## config.mk

```make
export PLATFORM = sky130hd
export DESIGN_NAME = eth_axil_regs
export DESIGN_NICKNAME = d
export VERILOG_FILES = /design/src/rtl/eth_pkg.sv /design/src/rtl/eth_axil_regs.sv
export SDC_FILE = /design/constraint.sdc
export NUM_CORES = 1
export LEC_CHECK = 0
export BUFFER_PORTS_ARGS = -buffer_cell sky130_fd_sc_hd__buf_2
export CORE_ASPECT_RATIO = 0.5
export CORE_UTILIZATION = 49
export DETAILED_ROUTE_END_ITERATION = 7
export PLACE_DENSITY_LB_ADDON = 0.08
export SYNTH_ARGS = -nofsm -noshare
export SYNTH_HDL_FRONTEND = slang
export SYNTH_SLANG_ARGS = --single-unit
```

## constraint.sdc

```tcl
create_clock -name AXI_Clk -period 2.4 [get_ports AXI_Clk]
set_clock_uncertainty 0.1 [all_clocks]
set_input_delay 0.48 -clock AXI_Clk [delete_from_list [all_inputs] [get_ports AXI_Clk]]
set_output_delay 0.48 -clock AXI_Clk [all_outputs]
set_load 0.02 [all_outputs]
```

## src/rtl/eth_pkg.sv

```systemverilog
// Shared definitions for the Ethernet core register block: word-offset decode,
// CTRL/MDIO_CMD field positions, AXI response codes and FSM state types.
package eth_pkg;

  // Register word indices (AXI address bits [4:2])
  localparam logic [2:0] REG_CTRL       = 3'd0;
  localparam logic [2:0] REG_STATUS     = 3'd1;
  localparam logic [2:0] REG_MDIO_CMD   = 3'd2;
  localparam logic [2:0] REG_MDIO_RDATA = 3'd3;
  localparam logic [2:0] REG_RX_CNT     = 3'd4;
  localparam logic [2:0] REG_SCRATCH    = 3'd5;
  localparam logic [2:0] REG_VERSION    = 3'd6;
  localparam logic [2:0] REG_UNMAPPED   = 3'd7;

  localparam int CTRL_TX_TEST_EN_BIT = 0;
  localparam int CTRL_RX_EN_BIT      = 1;

  localparam int MDIO_RW_BIT    = 31;
  localparam int MDIO_PHY_LSB   = 21;
  localparam int MDIO_REG_LSB   = 16;
  localparam int MDIO_WDATA_LSB = 0;

  localparam logic [1:0] RESP_OKAY   = 2'b00;
  localparam logic [1:0] RESP_SLVERR = 2'b10;

  typedef enum logic [1:0] {
    WR_IDLE,
    WR_GOT_AW,
    WR_GOT_W,
    WR_RESP
  } wr_state_e;

  typedef enum logic {
    RD_IDLE,
    RD_RESP
  } rd_state_e;

endpackage

```

## src/rtl/eth_axil_regs.sv

```systemverilog
// AXI4-Lite register file for the Ethernet core: CTRL, STATUS, MDIO command/read data,
// RX frame counter, scratch and version. Define ETH_AXIL_SLVERR_EN to return SLVERR.
module eth_axil_regs
  import eth_pkg::*;
#(
  parameter int          ADDR_WIDTH = 32,
  parameter logic [31:0] VERSION    = 32'h0001_0000
) (
  input  logic                  AXI_Clk,
  input  logic                  AXI_Rstn,
  input  logic                  AXI_awvalid,
  output logic                  AXI_awready,
  input  logic [ADDR_WIDTH-1:0] AXI_awaddr,
  input  logic                  AXI_wvalid,
  output logic                  AXI_wready,
  input  logic [31:0]           AXI_wdata,
  output logic                  AXI_bvalid,
  output logic [1:0]            AXI_bresp,
  input  logic                  AXI_bready,
  input  logic                  AXI_arvalid,
  output logic                  AXI_arready,
  input  logic [ADDR_WIDTH-1:0] AXI_araddr,
  output logic                  AXI_rvalid,
  output logic [31:0]           AXI_rdata,
  output logic [1:0]            AXI_rresp,
  input  logic                  AXI_rready,
  output logic                  Ctrl_Tx_Test_En,
  output logic                  Ctrl_Rx_En,
  output logic                  Mdio_Start,
  output logic                  Mdio_Rw,
  output logic [4:0]            Mdio_Phy_Addr,
  output logic [4:0]            Mdio_Reg_Addr,
  output logic [15:0]           Mdio_Wdata,
  input  logic                  Mdio_Busy,
  input  logic [15:0]           Mdio_Rdata,
  input  logic                  Mdio_Rdata_Valid,
  input  logic                  Rx_Frame_Done
);

  wr_state_e   wr_state_q;
  logic        awready_q, wready_q, bvalid_q;
  logic [1:0]  bresp_q;
  logic [2:0]  waddr_q;
  logic [31:0] wdata_q;

  rd_state_e   rd_state_q;
  logic        arready_q, rvalid_q;
  logic [31:0] rdata_q;
  logic [1:0]  rresp_q;

  logic [1:0]  ctrl_q;
  logic        mdio_rw_q, mdio_start_q, fresh_q;
  logic [4:0]  mdio_phy_q, mdio_reg_q;
  logic [15:0] mdio_wdata_q, mdio_rdata_q;
  logic [31:0] rx_cnt_q, rx_cnt_d, scratch_q;

  logic        aw_hs, w_hs, ar_hs, wr_fire, mdio_cmd_ok;
  logic [2:0]  wr_idx, rd_idx;
  logic [31:0] wr_word, rd_word;
  logic [1:0]  bresp_d, rresp_d;

  // Address bits outside [4:2] alias onto the same eight registers.
  logic unused_addr_bits;
  assign unused_addr_bits = ^{AXI_awaddr[ADDR_WIDTH-1:5], AXI_awaddr[1:0],
                              AXI_araddr[ADDR_WIDTH-1:5], AXI_araddr[1:0]};

  assign aw_hs  = AXI_awvalid && awready_q;
  assign w_hs   = AXI_wvalid && wready_q;
  assign ar_hs  = AXI_arvalid && arready_q;
  assign rd_idx = AXI_araddr[4:2];

  always_comb begin
    // NOTE: defaults first so no branch of the case leaves a signal unassigned (no latch).
    wr_fire = 1'b0;
    wr_idx  = AXI_awaddr[4:2];
    wr_word = AXI_wdata;
    case (wr_state_q)
      WR_IDLE:   wr_fire = aw_hs && w_hs;
      WR_GOT_AW: begin
        wr_fire = w_hs;
        wr_idx  = waddr_q;
      end
      WR_GOT_W:  begin
        wr_fire = aw_hs;
        wr_word = wdata_q;
      end
      default:   wr_fire = 1'b0;
    endcase
  end

  assign mdio_cmd_ok = wr_fire && (wr_idx == REG_MDIO_CMD) && !Mdio_Busy;

`ifdef ETH_AXIL_SLVERR_EN
  assign bresp_d = ((wr_idx == REG_UNMAPPED) || ((wr_idx == REG_MDIO_CMD) && Mdio_Busy))
                 ? RESP_SLVERR : RESP_OKAY;
  assign rresp_d = (rd_idx == REG_UNMAPPED) ? RESP_SLVERR : RESP_OKAY;
`else
  assign bresp_d = RESP_OKAY;
  assign rresp_d = RESP_OKAY;
`endif

  // A clear coincident with a frame pulse leaves the count at 1.
  assign rx_cnt_d = (wr_fire && (wr_idx == REG_RX_CNT)) ? {31'b0, Rx_Frame_Done}
                                                        : rx_cnt_q + {31'b0, Rx_Frame_Done};

  always_comb begin
    rd_word = '0;
    case (rd_idx)
      REG_CTRL:       rd_word = {30'b0, ctrl_q};
      REG_STATUS:     rd_word = {30'b0, Mdio_Busy, fresh_q};
      REG_MDIO_CMD:   rd_word = {mdio_rw_q, 5'b0, mdio_phy_q, mdio_reg_q, mdio_wdata_q};
      REG_MDIO_RDATA: rd_word = {16'b0, mdio_rdata_q};
      REG_RX_CNT:     rd_word = rx_cnt_q;
      REG_SCRATCH:    rd_word = scratch_q;
      REG_VERSION:    rd_word = VERSION;
      default:        rd_word = '0;
    endcase
  end

  // Readies are registered so they stay low throughout reset and rise one edge after release.
  always_ff @(posedge AXI_Clk or negedge AXI_Rstn) begin
    if (!AXI_Rstn) begin
      // NOTE: sequential state uses non-blocking assignment so every block sees pre-edge values.
      wr_state_q <= WR_IDLE;
      awready_q  <= 1'b0;
      wready_q   <= 1'b0;
      bvalid_q   <= 1'b0;
      bresp_q    <= RESP_OKAY;
      waddr_q    <= '0;
      wdata_q    <= '0;
    end else begin
      case (wr_state_q)
        WR_IDLE: begin
          if (wr_fire) begin
            wr_state_q <= WR_RESP;
            awready_q  <= 1'b0;
            wready_q   <= 1'b0;
            bvalid_q   <= 1'b1;
            bresp_q    <= bresp_d;
          end else if (aw_hs) begin
            wr_state_q <= WR_GOT_AW;
            waddr_q    <= AXI_awaddr[4:2];
            awready_q  <= 1'b0;
            wready_q   <= 1'b1;
          end else if (w_hs) begin
            wr_state_q <= WR_GOT_W;
            wdata_q    <= AXI_wdata;
            awready_q  <= 1'b1;
            wready_q   <= 1'b0;
          end else begin
            awready_q  <= 1'b1;
            wready_q   <= 1'b1;
          end
        end
        WR_GOT_AW, WR_GOT_W: begin
          if (wr_fire) begin
            wr_state_q <= WR_RESP;
            awready_q  <= 1'b0;
            wready_q   <= 1'b0;
            bvalid_q   <= 1'b1;
            bresp_q    <= bresp_d;
          end
        end
        default: begin
          if (AXI_bready) begin
            wr_state_q <= WR_IDLE;
            bvalid_q   <= 1'b0;
            awready_q  <= 1'b1;
            wready_q   <= 1'b1;
          end
        end
      endcase
    end
  end

  always_ff @(posedge AXI_Clk or negedge AXI_Rstn) begin
    if (!AXI_Rstn) begin
      rd_state_q <= RD_IDLE;
      arready_q  <= 1'b0;
      rvalid_q   <= 1'b0;
      rdata_q    <= '0;
      rresp_q    <= RESP_OKAY;
    end else begin
      case (rd_state_q)
        RD_IDLE: begin
          if (ar_hs) begin
            rd_state_q <= RD_RESP;
            arready_q  <= 1'b0;
            rvalid_q   <= 1'b1;
            rdata_q    <= rd_word;
            rresp_q    <= rresp_d;
          end else begin
            arready_q  <= 1'b1;
          end
        end
        default: begin
          if (AXI_rready) begin
            rd_state_q <= RD_IDLE;
            rvalid_q   <= 1'b0;
            arready_q  <= 1'b1;
          end
        end
      endcase
    end
  end

  always_ff @(posedge AXI_Clk or negedge AXI_Rstn) begin
    if (!AXI_Rstn) begin
      ctrl_q       <= '0;
      scratch_q    <= '0;
      mdio_rw_q    <= 1'b0;
      mdio_phy_q   <= '0;
      mdio_reg_q   <= '0;
      mdio_wdata_q <= '0;
      mdio_start_q <= 1'b0;
      mdio_rdata_q <= '0;
      fresh_q      <= 1'b0;
      rx_cnt_q     <= '0;
    end else begin
      mdio_start_q <= 1'b0;
      if (wr_fire && (wr_idx == REG_CTRL))    ctrl_q    <= wr_word[1:0];
      if (wr_fire && (wr_idx == REG_SCRATCH)) scratch_q <= wr_word;
      if (mdio_cmd_ok) begin
        mdio_rw_q    <= wr_word[MDIO_RW_BIT];
        mdio_phy_q   <= wr_word[MDIO_PHY_LSB +: 5];
        mdio_reg_q   <= wr_word[MDIO_REG_LSB +: 5];
        mdio_wdata_q <= wr_word[MDIO_WDATA_LSB +: 16];
        mdio_start_q <= 1'b1;
      end
      if (Mdio_Rdata_Valid) begin
        mdio_rdata_q <= Mdio_Rdata;
        fresh_q      <= 1'b1;
      end else if (ar_hs && (rd_idx == REG_MDIO_RDATA)) begin
        fresh_q      <= 1'b0;
      end
      rx_cnt_q <= rx_cnt_d;
    end
  end

  assign AXI_awready     = awready_q;
  assign AXI_wready      = wready_q;
  assign AXI_bvalid      = bvalid_q;
  assign AXI_bresp       = bresp_q;
  assign AXI_arready     = arready_q;
  assign AXI_rvalid      = rvalid_q;
  assign AXI_rdata       = rdata_q;
  assign AXI_rresp       = rresp_q;
  assign Ctrl_Tx_Test_En = ctrl_q[CTRL_TX_TEST_EN_BIT];
  assign Ctrl_Rx_En      = ctrl_q[CTRL_RX_EN_BIT];
  assign Mdio_Start      = mdio_start_q;
  assign Mdio_Rw         = mdio_rw_q;
  assign Mdio_Phy_Addr   = mdio_phy_q;
  assign Mdio_Reg_Addr   = mdio_reg_q;
  assign Mdio_Wdata      = mdio_wdata_q;

endmodule
```

==> results of run 1 <==
-- state kept, by name (all words and copies together), names as in the netlist, 2 cells and up --
| name | count |
|---|---|
| Mdio_Phy_Addr | 5 |
| scratch_q | 32 |
| ctrl_q | 2 |
| wr_state_q | 2 |
| wdata_q | 32 |
| mdio_rdata_q | 16 |
| AXI_rdata | 32 |
| Mdio_Reg_Addr | 5 |
| Mdio_Wdata | 16 |
| rx_cnt_q | 32 |
| waddr_q | 3 |
-- area by class of cell --
type / instances / area [um2]
Clock buffer: 19 / 442.9
Clock inverter: 13 / 120.1
Fill cell: 1468 / 6959
Timing Repair Buffer: 172 / 1025
Sequential cell: 186 / 4654
Tap cell: 234 / 292.8
Multi-Input combinational cell: 492 / 3906
Inverter: 11 / 41.29
-- what timing repair did --
action	CTS	global route
resized for setup	0	2
setup endpoints to repair	0	28
hold buffers	1	0
hold endpoints to repair	39	0
-- cell usage after synthesis, types with 2 or more instances --
cell type / instances / area [um2]
sky130_fd_sc_hd__a21oi_1: 38 / 190.2
sky130_fd_sc_hd__a221oi_1: 9 / 78.83
sky130_fd_sc_hd__a22o_1: 9 / 78.83
sky130_fd_sc_hd__a22oi_1: 2 / 15.01
sky130_fd_sc_hd__a31o_2: 2 / 17.52
sky130_fd_sc_hd__and2_1: 2 / 12.51
sky130_fd_sc_hd__and3b_1: 2 / 17.52
sky130_fd_sc_hd__and4_1: 4 / 35.03
sky130_fd_sc_hd__buf_1: 6 / 22.52
sky130_fd_sc_hd__buf_4: 4 / 30.03
sky130_fd_sc_hd__buf_6: 4 / 45.04
sky130_fd_sc_hd__clkbuf_1: 36 / 135.1
sky130_fd_sc_hd__dfrtp_1: 186 / 4654
sky130_fd_sc_hd__ha_1: 6 / 75.07
sky130_fd_sc_hd__inv_1: 11 / 41.29
sky130_fd_sc_hd__mux2_2: 134 / 1509
sky130_fd_sc_hd__mux2_4: 19 / 285.3
sky130_fd_sc_hd__mux2i_1: 23 / 230.2
sky130_fd_sc_hd__nand2_1: 51 / 191.4
sky130_fd_sc_hd__nand2b_1: 3 / 18.77
sky130_fd_sc_hd__nand3_1: 17 / 85.08
sky130_fd_sc_hd__nand4_1: 11 / 68.82
sky130_fd_sc_hd__nand4b_1: 2 / 17.52
sky130_fd_sc_hd__nor2_1: 37 / 138.9
sky130_fd_sc_hd__nor2b_1: 3 / 18.77
sky130_fd_sc_hd__nor3_1: 5 / 25.02
sky130_fd_sc_hd__nor3b_1: 3 / 22.52
sky130_fd_sc_hd__nor4_1: 5 / 31.28
sky130_fd_sc_hd__o21ai_0: 41 / 205.2
sky130_fd_sc_hd__o22a_1: 3 / 26.28
sky130_fd_sc_hd__o31a_1: 4 / 35.03
sky130_fd_sc_hd__o31ai_1: 10 / 75.07
sky130_fd_sc_hd__or3_1: 8 / 50.05
sky130_fd_sc_hd__or4_1: 10 / 75.07
sky130_fd_sc_hd__xnor2_1: 6 / 52.55
sky130_fd_sc_hd__xor2_1: 7 / 61.31
-- report_power, final --
group | switching [W] | total, W | internal [W]
Sequential | 0.000587 | 0.00465 | 0.00406
Combinational | 0.00182 | 0.00356 | 0.00174
Clock | 0.00125 | 0.00271 | 0.00146
-- worst max-delay path, cell delays in order, from the launching register on --
cell and delay (ns):
sky130_fd_sc_hd__dfrtp_1 0.42, sky130_fd_sc_hd__ha_1 0.26, sky130_fd_sc_hd__o311a_1 0.40, sky130_fd_sc_hd__or4_4 0.55, sky130_fd_sc_hd__buf_12 0.19, sky130_fd_sc_hd__mux2_4 0.31
-- metrics by stage --
| stage | util (%) | TNS [ns] |
|---|---|---|
| 5_1_grt | 60.10 | -0.6611 |
| 3_5_place_dp | 56.74 | -0.2676 |
| 6_report | 60.10 | 0 |
| 4_1_cts | 60.02 | 0 |
| 2_1_floorplan | - | -1.498 |
| 3_3_place_gp | 56.74 | -0.005084 |
-- layer usage --
| layer | wire length, um | vias up | part of all wire, % | track usage (%) |
|---|---|---|---|---|
| met2 | 9590 | 145 | 45 | 36.79 |
| met4 | 224 | 0 | 1.1 | 6.349 |
| met1 | 10610 | 3201 | 50 | 35.03 |
| li1 | - | 2959 | - | - |
| met3 | 834 | 23 | 3.9 | 5.261 |
| met5 | 0 | - | 0 | 0 |
-- cells by family (layout without fill, tap and decap cells) --
logic type / count (synthesis) / after routing / synth area share, %
and+or+nand+nor: 167 / 167 / 9.577
other: 1 / 4 / 0.04265
DFF: 186 / 186 / 52.94
xor gates and xnor gates: 13 / 13 / 1.295
muxes: 177 / 177 / 23.28
adders and majority gates: 6 / 6 / 0.8538
buffers and inverters: 62 / 215 / 3.173
AOI/OAI and AO/OA: 125 / 125 / 8.838
-- worst paths after layout --
| kind | to | slack [ns] | cells past startpoint |
|---|---|---|---|
| max | Mdio_Wdata[10]$_DFFE_PN0P_ | 0.02 | 5 |
| min | rd_state_q$_DFF_PN0_ | 0.17 | 2 |
| max reg2reg | Mdio_Wdata[10]$_DFFE_PN0P_ | 0.02 | 5 |
| min reg2reg | AXI_rvalid$_DFFE_PN0P_ | 0.37 | 1 |
| max in group asynchronous | waddr_q[2]$_DFFE_PN0P_ | 1.09 | 3 |
| min in group asynchronous | wdata_q[4]$_DFFE_PN0P_ | 0.45 | 2 |
==> out/summary.md, run 1 <==
Setup slack on the critical path of the routed design comes to 0.01911 ns. Entering global routing, the biggest net connects 47 pins. In this run, synthesis inferred 0 flip-flops with an integrated enable. The cell area that synthesis handed to floorplanning was 8792 um2.

Global routing used 24.17% of the available tracks across all layers. Clock-pin slew on the worst setup and hold paths: 0.07 ns. IR analysis of the VDD net gives a maximum drop of 0.5100 mV. The share of the Yosys chip area taken by registers is 52.94%. The tools report the number of detailed-route iterations in the first pass as 5.

Launching point of the worst reg2reg path: wr_state_q[0]$_DFFE_PN0P_. The die covers 18520 um2. The classification of the worst-slack hold path is input pin to flop.

The logs give 0.01093 W for the power after layout and 21.26 mm for the total wire length after detailed routing. In this run the static leakage power is 4.956 nW. In this run the worst setup path begins at wr_state_q[0]$_DFFE_PN0P_.

The number of I/O port buffers is 130. The worst path uses 99.20% of the clock period. TritonCTS built the clock tree. The mean number of vias per cell came out at 5.615. Die width: 191.4 um. The number of antenna diodes was 0. The run gives 17 as the TritonCTS buffer count. The worst setup path is captured at a flop.

In this run the worst path has a maximum fanout of 24. Derived from the worst setup path, the maximum achievable clock frequency is 0.4200 GHz. The number of antenna violations at the first check in global routing came out at 0.

The transition at the pin with the smallest max-transition slack came out at 0.5950 ns. The initial utilization of the core area, before any placement, comes to 50.41%. The die is 96.72 um tall. In this run, distinct cell masters in the synthesized netlist total 50. The run gives 193 as the I/O pin count. The most common cell after layout, fill and taps aside is sky130_fd_sc_hd__dfrtp_1. Of all flip-flops after synthesis, the portion carrying an async set or reset was 100.0%. After detailed placement, the total cell area comes to 9896 um2. Setup repair after global routing could not meet its margin everywhere. For the number of global-route vias before repair, the log shows 6253. For this run, the leading register cell type out of synthesis is sky130_fd_sc_hd__dfrtp_1. The total overflow left after global routing is 0.

At the end of the flow, the number of nets in the layout was 1008. The worst path needs 2.381 ns of the cycle, external delays included. The first global-routing pass estimated 34.00 mm of wire.

OpenSTA, run right after detailed placement, puts the worst setup slack at -0.06788 ns. Data on the critical path arrives at its endpoint at 2.59 ns. With fillers left out, the area of the finished cells amounts to 10480 um2.

Data required time of the worst path: 2.61 ns. The cell sitting at the root of the clock tree is a sky130_fd_sc_hd__clkbuf_16. The logs give 1093 for the number of placed instances with taps included and 0 for the count of endpoints failing setup in the final report. The insertion delay of the later-clocked pin in the worst-skew pair was 0.43 ns.

The remaining antenna violation count was 0; the number of warnings reported in the yosys synthesis log was 0. The overall via count from detail_route came out at 6328. In this run the power density over the cells is 1043 nW/um2.

The cell count after synthesis came out at 737. Leaving out fill and tap cells, the most frequent cells in the layout are sky130_fd_sc_hd__dfrtp_1 (186), sky130_fd_sc_hd__mux2_2 (134), sky130_fd_sc_hd__buf_2 (130), sky130_fd_sc_hd__nand2_1 (51), sky130_fd_sc_hd__o21ai_0 (41). For the post-layout instance count excluding filler cells, the log shows 1127. The run finished with clean final reports.

The total count of max-transition violations in the final report came out at 0. The number of design rule violations left after detail routing is 0, and the post-synthesis to final-layout area growth is 19.23%. The wire-length estimate of the detail-placed layout is 14.76 mm. In this run the most critical hold path is launched from AXI_rready.

Counting flops and latches in the post-synthesis netlist gives 186. At the end of routability-driven placement, the weighted congestion stood at 0.9008. The floorplan has 34 rows. The critical path in this run is classified as flop to flop. After detailed routing, the average wire length per cell comes to 18.87 um. For the count of endpoints failing hold in the final timing report, the log shows 0. Initial DRC count: 280. STA classifies the critical path startpoint as a flop. On the final layout, the worst hold slack is 0.1731 ns. In this run the number of H-tree levels came out at 4.

The max-slew headroom at the worst pin was 60.33%. The fraction of layout instances using a drive strength above 1 works out to 41.32%. The total area inside the core boundary comes to 17440 um2. In this run the post-CTS setup repair buffer count came out at 0.

Across the run, the number of max-cap violations was 0. The clock net sink count is 186. The mean post-synth cell area was 11.93 um2.

The maximum clock path buffer count came out at 2.
Power figures use the tool's default switching activity.
==> run 2, diff against run 1 <==
ABC_AREA = 1   (was default)
CORE_UTILIZATION = 50   (was 49)
clock period = 2.7 ns   (was 2.4 ns; I/O delays follow)
==> run 2 against run 1 <==
- sequential power fell by 3%
- global-route usage grew 3.4 points
- first-iteration DRC count rose by 120%
- fmax fell by 3.2%
- register-to-register slack better by 0.22 ns
- hold slack better by 0.017 ns
- cell count up 36%
- count of clock-buffer cells in the layout shrank 2
- non-clock buffer count fell by 20
- largest power group unchanged
==> out/summary.md, run 2 <==
Routability-driven placement finished with a final weighted congestion of 0.9727. Max-cap violations in this run came to 0. The starting utilization of the core area is 51.13%, and the worst path setup slack after routing is 0.2405 ns. The remaining antenna violation count was 0.

Most area-hungry cell type in the Yosys netlist: sky130_fd_sc_hd__dfrtp_1. The final global-route overflow total came out at 0. Overall global routing resource usage: 27.61%. Synthesis instantiated 31 different standard cells from the library. The die covers 18320 um2.

Entering global routing, the biggest net connects 72 pins. Sequential cells burn 42.4% of the power. Dividing total power by cell area gives a power density of 1021 nW/um2. The clock net in this run drives a total of 186 sinks. Number of antenna violations at the first check in global routing: 1. In this run, synthesis inferred 0 flip-flops with an integrated enable.

For this run, design rule violations remaining after detail routing come to 0. OpenSTA, run right after detailed placement, puts the worst setup slack at 0.1927 ns. The signal on the critical path passes through inv_1, ha_1, inv_1, nand2_1, nand3_2, inv_2, nand2_2, buf_4, nand2_1, o21ai_1. Setup repair after global routing left no endpoint under its margin. The maximum level of the CTS H-tree is 4, and the fmax is 0.4066 GHz.

The sequential standard cell area is 4654 um2. The count of buffers added on input and output ports is 130. Sorting the synthesized cells by area gives the leading types as sky130_fd_sc_hd__dfrtp_1 (52%), sky130_fd_sc_hd__nand2_1 (17%), sky130_fd_sc_hd__o21ai_0 (7.7%), sky130_fd_sc_hd__inv_1 (5.7%), sky130_fd_sc_hd__nor2_1 (3.6%). The share of total power dissipated in the clock network is 24.1%. Sequential cells were found to cover 52.45% of the synthesized design area. The tools report the cell chosen for the clock root as sky130_fd_sc_hd__clkbuf_16. In this run the standard cell core region covers 17360 um2. No sink is reached through more buffers than the 2 on the longest clock path.

In this run the horizontal extent of the chip is 190.4 um. In this run the count of I/O pins placed on the die edge is 193. The tools report the combined area of the multi-input logic cells as 3481 um2. The most frequently used flop master after synthesis was sky130_fd_sc_hd__dfrtp_1.

Setup violations remaining at the end of the flow were counted as 0. The later pin in the worst-skew pair is clocked with a latency of 0.44 ns. After synthesis the cells add up to 8875 um2. Counting both buffers and inverters, the worst setup path holds a total of 4. After synthesis, the share of flip-flops with an asynchronous set or reset is 100.0%. Grouping stages by cell kind, the critical path spends the most delay in buffers and inverters.

The flow ran to the end, and the final reports show no timing, DRC or antenna violations. The final core area utilization was 60.02%; the part of the total power dissipated in combinational logic was 33.5%. STA classifies the critical path startpoint as a flop. Cell internal power dissipation: 0.006285 W.

Of the available clock period, the critical path in the final layout requires 91.09%. After technology mapping, the gate count stands at 1161. For the TritonCTS buffer count, the log shows 17. For the worst hold slack after final layout, the log shows 0.1897 ns. For this design, the slowest cell found on the critical path is sky130_fd_sc_hd__buf_4. Counting the fill cells in the layout gives 1642.

Of the total power, the share spent switching nets is 40.94%. The clock period minus final worst setup slack is 2.459 ns. The final HPWL from detailed placement was 17.95 mm; the final layout net count was 1414. The area growth from synthesis to layout is 17.38%. For this run, the slowest stage of the critical path takes 0.48 ns. The portion of synthesized cell area occupied by the leading cell type was 52.45%. In the layout the commonest cells are sky130_fd_sc_hd__nand2_1 (402), sky130_fd_sc_hd__dfrtp_1 (186), sky130_fd_sc_hd__o21ai_0 (137), sky130_fd_sc_hd__inv_1 (135), sky130_fd_sc_hd__buf_2 (129). The die is 96.21 um tall. In the final layout, the share of cells above drive strength 1 is 15.09%. For the total count of max-transition violations in the final report, the log shows 0.

Dividing the synthesized area by the synthesized cell count gives 7.644 um2. The run gives 0.004357 W as the net switching power. Counting instances in the post-synthesis netlist gives the leading cell types as sky130_fd_sc_hd__nand2_1 (403), sky130_fd_sc_hd__dfrtp_1 (186), sky130_fd_sc_hd__o21ai_0 (137). By instance count, the leading cell after synthesis is sky130_fd_sc_hd__nand2_1.

The run gives 0 ns as the final sum of negative setup slack. At the pin with the least slew margin, the transition time is 0.5832 ns. TritonCTS built the clock tree.

In this run, the number of DRC markers left after iteration 0 of detailed routing was 617. The clock-pin slew on the worst setup and hold paths was 0.08 ns; the number of warnings reported in the yosys synthesis log was 0. At the worst endpoint, the arrival time is 2.71 ns. Summed over all layers, the routed wires come to 24.33 mm. Dividing the detail-routed wire length by the instance count gives 15.86 um. The tools report the data required time of the worst path as 2.95 ns. Measured against its own limit, the worst slew margin works out to 61.12%. The min-delay analysis places its worst path in the category input pin to flop. The tools report the count of endpoints failing hold in the final timing report as 0.

The maximum ir drop on the vdd rail is 0.6829 mV. Number of detailed-route iterations in the first pass: 5. The type of the worst setup path was flop to flop.

In the routed layout, each cell is associated on average with a via count of 5.190. The number of synthesized register bits is 186, and the number of core rows is 34. The tools report the cell leakage power as 5.411 nW. Most common cell after layout, fill and taps aside: sky130_fd_sc_hd__nand2_1. Detailed routing inserted a total of 7962 vias.

The number of global-route vias before repair is 7288, and the maximum fanout along the worst path is 61. The endpoint class of the critical path was a flop. The first global-routing pass estimated 38.03 mm of wire.
[run 2: changes by cell type in the layout (fill, tap and decap cells not counted), sizes merged, moves of 19 or more]
cell / before / now
mux2i: 23 / 0
o21ai: 42 / 194
mux2: 153 / 0
buf: 170 / 151
nor2: 37 / 87
nor3: 5 / 26
nand2: 51 / 403
inv: 13 / 147
[run 2: final cells by class]
type                            instances  share of cell area, %
Antenna cell                            1                0.02402
Inverter                              139                  5.008
Multi-Input combinational cell        790                  33.41
Tap cell                              234                  2.810
Timing Repair Buffer                  152                  8.311
Clock inverter                         15                  1.669
Clock buffer                           17                  4.084
Sequential cell                       186                  44.68
[run 2: power by group through the flow]
| stage | logic, W | clock network (W) | registers [W] |
|---|---|---|---|
| after floorplan | 0.00203 | 0 | 0.00478 |
| after global placement | 0.00343 | 0 | 0.00450 |
| after detailed placement | 0.00353 | 0 | 0.00454 |
| after CTS | 0.00356 | 0.00260 | 0.00450 |
| after global routing | 0.00405 | 0.00271 | 0.00463 |
| final | 0.00356 | 0.00256 | 0.00451 |
[run 2: cell families after synthesis]
| family | synth area share [%] |
|---|---|
| flip-flops | 52.45 |
| other | 0.04225 |
| adder cells (fa/ha/maj) | 0.8459 |
| AND/OR/NAND/NOR | 24.98 |
| buffers and inverters | 8.515 |
| AO/OA/AOI/OAI | 12.77 |
| XOR/XNOR | 0.3948 |
[run 2: final timing paths]
path / end / slack [ns] / start / depth (start not counted)
worst min-delay path: AXI_rvalid$_DFFE_PN0P_ / 0.19 / AXI_rready / 2
worst max register to register: scratch_q[26]$_DFFE_PN0P_ / 0.24 / wr_state_q[0]$_DFFE_PN0P_ / 10
min in group asynchronous: rx_cnt_q[7]$_DFF_PN0_ / 0.49 / AXI_Rstn / 2
worst max-delay path: scratch_q[26]$_DFFE_PN0P_ / 0.24 / wr_state_q[0]$_DFFE_PN0P_ / 10
max in group asynchronous: wdata_q[27]$_DFFE_PN0P_ / 1.28 / AXI_Rstn / 3
worst min register to register: AXI_rdata[10]$_DFFE_PN0P_ / 0.38 / AXI_rdata[10]$_DFFE_PN0P_ / 2
[run 2: layer usage]
metal  vias up  track usage, %  routed length [um]
li1       3894               -                   -
met1      3788           43.24               12370
met2       259           38.18               10040
met3        21           5.578                1635
met4         0           7.133                 291
met5         -               0                   0
[run 2: timing repair]
item / 4_1_cts / 5_1_grt
setup endpoints to repair: 0 / 3
resized for setup: 0 / 1
buffers inserted: 0 / 0
hold buffers: 1 / 0
endpoints found under the hold margin: 37 / 0
[run 2: stage by stage]
| stage | area (um2) | total power (W) | cells |
|---|---|---|---|
| after floorplan | 8886 | 0.006806 | 1164 |
| after global placement | 9802 | 0.007930 | 1500 |
| after detailed placement | 9802 | 0.008069 | 1500 |
| after CTS | 10410 | 0.01065 | 1533 |
| after global routing | 10420 | 0.01140 | 1533 |
| final | 10420 | 0.01064 | 1534 |
